--- src/rtl/adc_snap_pkg.sv ---
// adc_snap_pkg
// Shared definitions for the ADC snapshot capture controller: FSM state
// encoding, control/status register bit positions and the negative-offset
// clamp helper.
// Ports: none (package).
package adc_snap_pkg;

  typedef enum logic [2:0] {
    S_IDLE,
    S_PRE,
    S_WAIT,
    S_DELAY,
    S_CAPTURE,
    S_DONE
  } state_t;

  localparam int CTRL_ARM  = 0;
  localparam int CTRL_TRIG = 1;
  localparam int ST_DONE   = 31;
  localparam int ST_PRE    = 30;

  // Limit a negative offset to -(2**addr_w - 1) so the pre-window always
  // leaves room for at least the trigger sample itself.
  function automatic logic signed [31:0] clamp_offset(input logic signed [31:0] off,
                                                      input int addr_w);
    logic signed [31:0] lim;
    lim = 32'sd1 - (32'sd1 <<< addr_w);
    return (off < lim) ? lim : off;
  endfunction

endpackage

--- src/rtl/adc_snap_capture_ctrl_if.sv ---
// adc_snap_capture_ctrl_if
// Sample stream in and BRAM write port out, bundled for the capture controller.
// Ports:
//   din_valid, din              - ADC sample strobe and data
//   bram_addr, bram_data,
//   bram_we                     - registered BRAM write port
// Modports: master = controller side, slave = source/BRAM side.
interface adc_snap_capture_ctrl_if #(
  parameter int ADDR_W = 11,
  parameter int DATA_W = 32
);
  logic              din_valid;
  logic [DATA_W-1:0] din;
  logic [ADDR_W-1:0] bram_addr;
  logic [DATA_W-1:0] bram_data;
  logic              bram_we;

  modport master (input din_valid, din, output bram_addr, bram_data, bram_we);
  modport slave  (output din_valid, din, input bram_addr, bram_data, bram_we);
endinterface

--- src/rtl/adc_snap_edge_det.sv ---
// adc_snap_edge_det
// Rising-edge detector with a registered history bit. The history resets to 0,
// so an input already high when reset releases reads as an edge.
// Ports:
//   clk, rst (async, active-high), d - sampled level
//   rise                             - d high now, low on the previous clock
module adc_snap_edge_det (
  input  logic clk,
  input  logic rst,
  input  logic d,
  output logic rise
);
  logic d_q;

  always_ff @(posedge clk or posedge rst) begin
    if (rst) d_q <= 1'b0;
    else     d_q <= d;
  end

  assign rise = d & ~d_q;
endmodule

--- src/rtl/adc_snap_capture_ctrl.sv ---
// adc_snap_capture_ctrl
// Snapshot capture controller: arms from ctrl[0] rising, waits for a trigger
// (hardware trig or ctrl[1], qualified by din_valid), then fills a 2**ADDR_W
// word BRAM either after a post-trigger delay or around the trigger with a
// pre-trigger window (negative offset).
// Build option: define ADC_SNAP_PRETRIG_EN to enable the pre-trigger window;
// without it negative offsets behave as zero and status[30] reads 0.
// Ports:
//   user_clk, user_rst (async, active-high)
//   ctrl        - bit0 arm (edge), bit1 software trigger (level)
//   trig_offset - signed sample offset, latched on the arm edge
//   trig        - hardware trigger level
//   bus         - sample stream in / BRAM write port out (master modport)
//   status      - {done, pretrig_mode, 0..., words written[ADDR_W:0]}
//   trig_addr   - BRAM address of the trigger sample
//
//   state     | meaning
//   S_IDLE    | out of reset, nothing armed
//   S_PRE     | filling the circular pre-trigger window
//   S_WAIT    | armed, waiting for a trigger
//   S_DELAY   | counting post-trigger samples before writing
//   S_CAPTURE | writing the post-trigger part of the snapshot
//   S_DONE    | snapshot complete
module adc_snap_capture_ctrl
  import adc_snap_pkg::*;
#(
  parameter int ADDR_W = 11,
  parameter int DATA_W = 32
) (
  input  logic                    user_clk,
  input  logic                    user_rst,
  input  logic [31:0]             ctrl,
  input  logic [31:0]             trig_offset,
  input  logic                    trig,
  adc_snap_capture_ctrl_if.master bus,
  output logic [31:0]             status,
  output logic [ADDR_W-1:0]       trig_addr
);
  localparam logic [ADDR_W:0] DEPTH_W = {1'b1, {ADDR_W{1'b0}}};

  state_t              state;
  logic signed [31:0]  off_q;
  logic signed [31:0]  off_c;
  logic [31:0]         dly_cnt;
  logic [31:0]         dly_nxt;
  logic [ADDR_W-1:0]   wr_ptr;
  logic [ADDR_W-1:0]   cap_left;
  logic [ADDR_W:0]     wcnt;
  logic                done_q;
  logic                pre_q;
  logic [ADDR_W-1:0]   p_len;
  logic                arm_edge;
  logic                trig_evt;
  logic                wr_en;
  logic                unused_ctrl;

  assign unused_ctrl = ^ctrl[31:2];

  adc_snap_edge_det u_arm_edge (
    .clk  (user_clk),
    .rst  (user_rst),
    .d    (ctrl[CTRL_ARM]),
    .rise (arm_edge)
  );

  assign trig_evt = (trig | ctrl[CTRL_TRIG]) & bus.din_valid;
  assign dly_nxt  = dly_cnt + 32'd1;

`ifdef ADC_SNAP_PRETRIG_EN
  logic [ADDR_W-1:0]  pre_cnt;
  logic signed [31:0] off_neg;

  always_comb begin
    off_c   = clamp_offset($signed(trig_offset), ADDR_W);
    off_neg = -off_c;
  end
`else
  assign off_c = trig_offset[31] ? 32'sd0 : $signed(trig_offset);
  assign p_len = '0;
  assign pre_q = 1'b0;
`endif

  // Write decode; an arm edge suppresses any write in its own cycle.
  // WAIT and DELAY only run with wr_ptr at 0, so wr_ptr is always the address.
  always_comb begin
    wr_en = 1'b0;
    if (!arm_edge && bus.din_valid) begin
      case (state)
        S_PRE, S_CAPTURE: wr_en = 1'b1;
        S_WAIT:           wr_en = trig_evt && (off_q == '0);
        S_DELAY:          wr_en = (dly_nxt == $unsigned(off_q));
        default:          wr_en = 1'b0;
      endcase
    end
  end

  always_ff @(posedge user_clk or posedge user_rst) begin
    if (user_rst) begin
      state         <= S_IDLE;
      off_q         <= '0;
      dly_cnt       <= '0;
      wr_ptr        <= '0;
      cap_left      <= '0;
      wcnt          <= '0;
      done_q        <= 1'b0;
      trig_addr     <= '0;
      bus.bram_we   <= 1'b0;
      bus.bram_addr <= '0;
      bus.bram_data <= '0;
`ifdef ADC_SNAP_PRETRIG_EN
      pre_cnt       <= '0;
      p_len         <= '0;
      pre_q         <= 1'b0;
`endif
    end else begin
      bus.bram_we <= wr_en;
      if (wr_en) begin
        bus.bram_addr <= wr_ptr;
        bus.bram_data <= bus.din;
        wr_ptr        <= wr_ptr + 1'b1;
        if (wcnt != DEPTH_W) wcnt <= wcnt + 1'b1;
      end

      if (arm_edge) begin
        off_q     <= off_c;
        dly_cnt   <= '0;
        wr_ptr    <= '0;
        wcnt      <= '0;
        done_q    <= 1'b0;
        trig_addr <= '0;
`ifdef ADC_SNAP_PRETRIG_EN
        pre_cnt   <= '0;
        pre_q     <= off_c[31];
        p_len     <= off_c[31] ? off_neg[ADDR_W-1:0] : '0;
        state     <= off_c[31] ? S_PRE : S_WAIT;
`else
        state     <= S_WAIT;
`endif
      end else begin
        case (state)
`ifdef ADC_SNAP_PRETRIG_EN
          S_PRE: begin
            if (bus.din_valid) begin
              if (trig_evt && pre_cnt == p_len) begin
                trig_addr <= wr_ptr;
                // ~p_len = DEPTH-1-P post-trigger writes still to come
                cap_left  <= ~p_len;
                if (p_len == '1) begin
                  state  <= S_DONE;
                  done_q <= 1'b1;
                end else begin
                  state  <= S_CAPTURE;
                end
              end else if (pre_cnt != p_len) begin
                pre_cnt <= pre_cnt + 1'b1;
              end
            end
          end
`endif
          S_WAIT: begin
            if (trig_evt) begin
              if (off_q == '0) begin
                cap_left <= '1;
                state    <= S_CAPTURE;
              end else begin
                dly_cnt  <= '0;
                state    <= S_DELAY;
              end
            end
          end
          S_DELAY: begin
            if (bus.din_valid) begin
              if (wr_en) begin
                cap_left <= '1;
                state    <= S_CAPTURE;
              end else begin
                dly_cnt  <= dly_nxt;
              end
            end
          end
          S_CAPTURE: begin
            if (bus.din_valid) begin
              if (cap_left == ADDR_W'(1)) begin
                state  <= S_DONE;
                done_q <= 1'b1;
              end else begin
                cap_left <= cap_left - 1'b1;
              end
            end
          end
          default: ;
        endcase
      end
    end
  end

  always_comb begin
    status              = '0;
    status[ST_DONE]     = done_q;
    status[ST_PRE]      = pre_q;
    status[ADDR_W:0]    = wcnt;
  end

endmodule

--- src/flat_wrapper.sv ---
// flat-port wrapper written by rule: the top's interface ports become plain ports
module adc_snap_capture_ctrl_flat import adc_snap_pkg::*;
#(
  parameter int ADDR_W = 11,
  parameter int DATA_W = 32
)
  (user_clk, user_rst, ctrl, trig_offset, trig, status, trig_addr, bus_din_valid, bus_din, bus_bram_addr, bus_bram_data, bus_bram_we);
  adc_snap_capture_ctrl_if #(.ADDR_W(ADDR_W), .DATA_W(DATA_W)) bus_i ();
  input  logic user_clk;
  input  logic user_rst;
  input  logic [31:0] ctrl;
  input  logic [31:0] trig_offset;
  input  logic trig;
  output logic [31:0] status;
  output logic [ADDR_W-1:0] trig_addr;
  input wire logic [$bits(bus_i.din_valid)-1:0] bus_din_valid;
  input wire logic [$bits(bus_i.din)-1:0] bus_din;
  output wire logic [$bits(bus_i.bram_addr)-1:0] bus_bram_addr;
  output wire logic [$bits(bus_i.bram_data)-1:0] bus_bram_data;
  output wire logic [$bits(bus_i.bram_we)-1:0] bus_bram_we;
  assign bus_i.din_valid = bus_din_valid;
  assign bus_i.din = bus_din;
  assign bus_bram_addr = bus_i.bram_addr;
  assign bus_bram_data = bus_i.bram_data;
  assign bus_bram_we = bus_i.bram_we;
  adc_snap_capture_ctrl #(.ADDR_W(ADDR_W), .DATA_W(DATA_W)) u_core (.user_clk(user_clk), .user_rst(user_rst), .ctrl(ctrl), .trig_offset(trig_offset), .trig(trig), .bus(bus_i), .status(status), .trig_addr(trig_addr));
endmodule
--- config.mk ---
export PLATFORM = sky130hd
export DESIGN_NAME = adc_snap_capture_ctrl_flat
export DESIGN_NICKNAME = d
export VERILOG_FILES = /design/src/rtl/adc_snap_pkg.sv /design/src/rtl/adc_snap_capture_ctrl_if.sv /design/src/rtl/adc_snap_edge_det.sv /design/src/rtl/adc_snap_capture_ctrl.sv /design/src/flat_wrapper.sv
export SDC_FILE = /design/constraint.sdc
export NUM_CORES = 1
export LEC_CHECK = 0
export ABC_AREA = 1
export CAP_MARGIN = 5
export CORE_MARGIN = 2
export CORE_UTILIZATION = 38
export CTS_CLUSTER_SIZE = 30
export DETAILED_ROUTE_END_ITERATION = 10
export GPL_ROUTABILITY_DRIVEN = 0
export MAX_ROUTING_LAYER = met4
export PLACE_DENSITY = 0.64
export REMOVE_ABC_BUFFERS = 1
export SLEW_MARGIN = 20
export SYNTH_ARGS = -nofsm -noshare
export SYNTH_HDL_FRONTEND = slang
export SYNTH_SLANG_ARGS = --single-unit
--- constraint.sdc ---
create_clock -name user_clk -period 11.4 [get_ports user_clk]
set_input_delay 3.42 -clock user_clk [delete_from_list [all_inputs] [get_ports user_clk]]
set_output_delay 3.42 -clock user_clk [all_outputs]
set_load 0.05 [all_outputs]
=== Word level (Yosys, flattened, before mapping) ===
Index checks and enable logic that the tools add are counted.

* Register bits after elaboration: 147
* Output and inout port bits: 87

* Add/sub/neg operators: 4
* Equal/unequal tests: 20
* Multiplexer cells: 33
* Bitwise operators: 5
* Reduce and logical (&&, ||, !) cells: 18

{| class="wikitable"
|+ Operator list
! operator !! count
|-
| 2-to-1 mux 32 bit || 5
|-
| 2-to-1 mux 11 bit || 8
|-
| one-hot mux 32 bit (2 select lines) || 1
|-
| 2-to-1 mux 12 bit || 3
|-
| one-hot mux 11 bit (3 select lines) || 1
|-
| adder 32 x 1 -> 32 bit, second input constant || 1
|-
| == test 32 bit || 1
|-
| logical NOT 32 bit || 1
|-
| 2-to-1 mux 31 bit || 1
|-
| 2-to-1 mux 3 bit || 7
|-
| adder 12 x 1 -> 12 bit, second input constant || 1
|-
| inequality test 12 bit, second input constant || 1
|-
| inequality test 3 x 2 -> 1 bit, second input constant || 4
|-
| adder 11 x 1 -> 11 bit, second input constant || 1
|-
| == test 11 x 1 -> 1 bit, second input constant || 1
|-
| subtractor 11 x 1 -> 11 bit, second input constant || 1
|-
| nonzero test 2 bit || 5
|-
| inequality test 3 x 1 -> 1 bit, second input constant || 3
|-
| one-hot mux 3 bit (3 select lines) || 1
|-
| AND reduction 8 bit || 1
|-
| == test 3 x 2 -> 1 bit, second input constant || 2
|-
| inequality test 2 x 1 -> 1 bit, second input constant || 3
|-
| inequality test 2 bit, second input constant || 3
|-
| AND reduction 6 bit || 1
|-
| other kinds (15) || 23
|}

=== Logic depth before layout (Yosys ltp) ===
* Word-level depth: 9
* Gate-level depth with buffers: 21
* Mapped depth without buffers: 21

=== Cells and area by module ===
From an unflattened synthesis, not the netlist that was laid out.

* Cells, all modules: 1158
* Area total of the unflattened synthesis: 8424.3 um^2

{| class="wikitable"
|+ Modules (own cells, without submodules)
! module !! times used !! cells each !! area each (um^2) !! seq. area each (um^2)
|-
| adc_snap_capture_ctrl || 1 || 1154 || 8385.5 || 3628.5
|-
| adc_snap_edge_det || 1 || 4 || 38.8 || 25.0
|}

=== Worst setup path before layout ===
No wires, ideal clock.

* Path type: input to register
* Start: input ctrl[0]
* End: register u_core.cap_left[0]
* Setup time: 0.127 ns
* Arrival time: 4.604 ns
* Data required time: 11.273 ns
* Setup slack: 6.669 ns
* Stages: 10
* Cell sequence: inv_1 -> nor2_1 -> inv_1 -> nand2_1 -> inv_1 -> nand2_2 -> nand2_1 -> nand2_2 -> buf_2 -> o21ai_0

* Longest elaborated chain between the ends: 6
* Elaborated cells between the ends (all ways): 7

{| class="wikitable"
|+ Ends and longest elaborated chain
! item !! line !! RTL
|-
| from (decl) || flat_wrapper.sv:11 || <nowiki>input logic [31:0] ctrl;</nowiki>
|-
| AND 1 bit (*) || adc_snap_edge_det.sv:20 || <nowiki>assign rise = d & ~d_q;</nowiki>
|-
| logical NOT 1 bit || adc_snap_capture_ctrl.sv:87 || <nowiki>if (!arm_edge && bus.din_valid) begin</nowiki>
|-
| logical AND 1 bit || adc_snap_capture_ctrl.sv:87 ||
|-
| 2-to-1 mux 1 bit || adc_snap_capture_ctrl.sv:87 ||
|-
| inequality test 2 x 1 -> 1 bit (no source line) || n/a ||
|-
| AND reduction 8 bit (no source line) (*) || n/a ||
|-
| to (signal assigned) || adc_snap_capture_ctrl.sv:187 || <nowiki>cap_left <= cap_left - 1'b1;</nowiki>
|-
| to (decl) || adc_snap_capture_ctrl.sv:47 || <nowiki>logic [ADDR_W-1:0] cap_left;</nowiki>
|}

Mark *: on every way between the ends. The rest lies on a longest branch, timed or not.
A chain may end at the register's enable or synchronous reset.

=== Worst setup path in the final report ===
* Start: input ctrl[0]
* End: register u_core.cap_left[2]

Same word-level chain as after synthesis.

==> impl_metrics.toml <==
[status]
run_status = "complete, no violations"

[setup_path]
worst_ep_required_time_ns = 11.70
timing.critical_path.mode_cell = "sky130_fd_sc_hd__inv_1"
timing.critical_path.fanout_max = 60
worstSetupEndpointType = "flip-flop"
timing.critical_path.slowest_stage_cell = "sky130_fd_sc_hd__buf_4"
startpoint_type = "input pin"
worst_endpoint_data_arrival_time_ns = 6.18
critical_path_class = "input pin to flip-flop"
worst-path-buf-inv = 6
max_stage_delay_ns = 0.49
cpLargestDelayFamily = "buffers and inverters"
worstPathCellList = "clkdlybuf4s50_1 -> inv_1 -> nor2_4 -> inv_1 -> nand2_1 -> inv_1 -> nand2_2 -> buf_4 -> nand2_1 -> nand2_2 -> inv_1 -> nand2_1 -> o21ai_0"

[die]
chipWidth_microns = 152
core_region_area_sq_um = 21200
initial_utilization_pct = 39.0
io_pins = 187
rows = 53
die-height_microns = 152
die_area_sq_um = 23000

[clock_tree]
cts.htree.levels = 4
cts_made_buffers = 17
cts_hold_buffers_added = 0
cts.clk_slew.worst_paths_ns = 0.07
postCtsSetupBuffers = 0
insertion_delay_ns = 0.44
cts_resized = 0
clk_path_buf_depth = 2
clkSinkCount = 146
cts-root-buf = "sky130_fd_sc_hd__clkbuf_16"
cts_tree = "done"

[drt]
routed_length_on_met2_microns = 10100
met3WireLength_microns = 1220
post_drt_via_cell_ratio = 4.78
route.detailed.wl_per_inst_microns = 13.4
num_vias = 7336
finalWirelength_microns = 20700
remaining_drc_errors = 0
wl_met1_microns = 9110
detailedRoute.firstIterationViolations = 467
first_pass_iters = 5
highest-signal-layer = "met4"
ant_nets = 0

[synth]
postSynthRegisterBits = 146
mappedNetlistArea_sq_um = 8270
post_synth_inst_count = 1133
synth-warning-count = 0
synth-seq-area-share_pct = 44.2
syn-mean-instance-area_sq_um = 7.30
ys_types = 33

[sta]
timing.final.crit_period_ns = 5.87
timing_max_transition_violations_final = 0
fin_hold_viols = 0
tightestPinTransition_ns = 0.854
relSlewSlack_pct = 42.9
setup_repair_after_global_routing_missed_its_margin = "false"
achievable-frequency_mhz = 170
setup_viol = 0
clock_skews_ns = 0.0121
fin_crit_sh_pct = 51.5
setup_tns_ns = 0

[power_and_ir_drop]
power_density_nw_per_um2 = 214
power.ir.vdd_worst_v = 0.000191
total_power_mw = 2.19
power.leakage_nw = 4.60

[finish]
finish.cell_count_without_fillers = 1536
utilization_pct = 48.3
areaGrowthSynthToFinish_pct = 24.0
share_of_final_layout_standard_cells_stronger_than_drive_strength_1_pct = 5.00
final.fill_count = 2074
design.final.nets = 1354
insertedDiodeCount = 0

[global_route]
grt.total_usage_pct = 19.4
global_route.overflow_total = 0
number_of_global_route_vias_before_repair = 7069
first_pass_grt_wire_length_microns = 34100
maximum_number_of_pins_on_one_net_before_global_route_repair = 82
antenna_found_initial = 0

[worst_hold_path]
min_path_type = "flip-flop to flip-flop"

[placement]
placement.io_buffers = 126
dp.cells = 1504
hpwl_microns = 14200

[flow_run]
max-cap-violations = 0
## layout by cell type (no fill, tap or decap), types with 2 or more instances in the layout
cell type | Yosys | final
sky130_fd_sc_hd__inv_8 | 0 | 5
sky130_fd_sc_hd__xnor2_1 | 9 | 9
sky130_fd_sc_hd__nor2_2 | 5 | 5
sky130_fd_sc_hd__buf_4 | 31 | 6
sky130_fd_sc_hd__nand4_1 | 12 | 12
sky130_fd_sc_hd__nor2_4 | 4 | 6
sky130_fd_sc_hd__o21ai_0 | 99 | 99
sky130_fd_sc_hd__or2_2 | 2 | 2
sky130_fd_sc_hd__o21ai_1 | 12 | 12
sky130_fd_sc_hd__dfrtp_1 | 146 | 146
sky130_fd_sc_hd__xnor3_1 | 5 | 5
sky130_fd_sc_hd__nand2_1 | 395 | 395
sky130_fd_sc_hd__ha_1 | 6 | 6
sky130_fd_sc_hd__clkdlybuf4s50_1 | 0 | 126
sky130_fd_sc_hd__clkinv_4 | 0 | 2
sky130_fd_sc_hd__nor4_1 | 6 | 6
sky130_fd_sc_hd__nand2_2 | 8 | 8
sky130_fd_sc_hd__nand3_1 | 110 | 110
sky130_fd_sc_hd__xor2_1 | 18 | 18
sky130_fd_sc_hd__conb_1 | 1 | 30
sky130_fd_sc_hd__nor2_1 | 87 | 85
sky130_fd_sc_hd__inv_1 | 103 | 102
sky130_fd_sc_hd__a21oi_1 | 7 | 7
sky130_fd_sc_hd__nand3b_1 | 9 | 9
sky130_fd_sc_hd__nor3_1 | 16 | 16
sky130_fd_sc_hd__clkbuf_16 | 0 | 17
sky130_fd_sc_hd__inv_6 | 0 | 6
## sequential cells by signal, summed over array words and instances, names as in the netlist
signal / count
u_core.off_q: 31
u_core.u_arm_edge.d_q: 1
u_core.wcnt: 12
u_core.bus.bram_we: 1
u_core.dly_cnt: 32
u_core.bus.bram_data: 32
u_core.done_q: 1
u_core.wr_ptr: 11
u_core.state: 3
u_core.bus.bram_addr: 11
u_core.cap_left: 11
## logic make-up after synthesis
| kind of cell | synth area share, % |
|---|---|
| other | 0.0453 |
| xor gates and xnor gates | 4.22 |
| DFF | 44.2 |
| AOI/OAI and AO/OA | 7.85 |
| and+or+nand+nor | 33.6 |
| buffers and inverters | 9.24 |
| adders and majority gates | 0.908 |
## final timing paths
kind,end,slack [ns],startpoint,cells after the start
setup / recovery,u_core.cap_left[2],5.53,ctrl[0],13
hold / removal,u_core.bus.bram_data[18],0.48,u_core.bus.bram_data[18],2
setup reg to reg,u_core.cap_left[2],7.61,u_core.dly_cnt[0],18
hold reg to reg,u_core.bus.bram_data[18],0.48,u_core.bus.bram_data[18],2
max in group asynchronous,u_core.dly_cnt[22],6.56,user_rst,3
min in group asynchronous,u_core.bus.bram_data[26],3.52,user_rst,2
## synth_stat cells (all sizes together)
cell | number | area [sq um]
buf | 46 | 307
xnor3 | 5 | 113
dfrtp | 146 | 3650
a21boi | 1 | 11.3
nand4 | 12 | 75.1
conb | 1 | 3.75
nor4 | 6 | 37.5
o21ai | 112 | 572
o221ai | 1 | 8.76
o31ai | 1 | 7.51
inv | 103 | 387
a21oi | 7 | 35.0
nor3 | 16 | 80.1
nand3b | 9 | 67.6
and2 | 1 | 6.26
nand2 | 403 | 1530
xor2 | 18 | 158
nor2 | 96 | 403
o21bai | 1 | 7.51
ha | 6 | 75.1
clkbuf | 19 | 71.3
o21a | 1 | 7.51
or2 | 2 | 12.5
xnor2 | 9 | 78.8
nand3 | 111 | 561
## stage by stage
step,setup WS [ns],area [sq um],hold slack (ns)
final,5.53,10300,0.478
after floorplan,3.29,8000,0.459
after CTS,5.48,10300,0.485
after global placement,5.04,9670,0.461
after detailed placement,5.03,9670,0.465
after global routing,5.18,10300,0.502
## final cells by class
type                            instances  area (sq um)  area share, %
Clock buffer                           17           425           4.15
Clock inverter                         15           160           1.56
Inverter                              103           392           3.82
Multi-Input combinational cell        848          3980           38.8
Sequential cell                       146          3650           35.6
Tap cell                              275           344           3.35
Timing Repair Buffer                  132          1310           12.7
## worst reg2reg max path, delay by kind of cell, from the launching register on
family | cells | cell delay (ns)
AND/OR/NAND/NOR | 12 | 1.86
buffers and inverters | 2 | 0.67
XOR/XNOR | 2 | 0.42
flip-flops | 1 | 0.42
adder cells (fa/ha/maj) | 1 | 0.23
AO/OA/AOI/OAI | 1 | 0.08
## per-layer routing
metal  up-vias  global-route usage [%]
met5         -                       -
met4         0                    4.86
met3        19                    4.73
met2       181                    32.6
met1      3365                    23.8
li1       3771                       -
## power breakdown
part	total (mW)	internal, mW	leakage (nW)	switching, mW
clock	0.565	0.311	0.289	0.254
combinational	0.884	0.280	2.40	0.604
sequential	0.744	0.650	1.91	0.0942
total	2.19	1.24	4.60	0.951
Power figures use the tool's default switching activity.
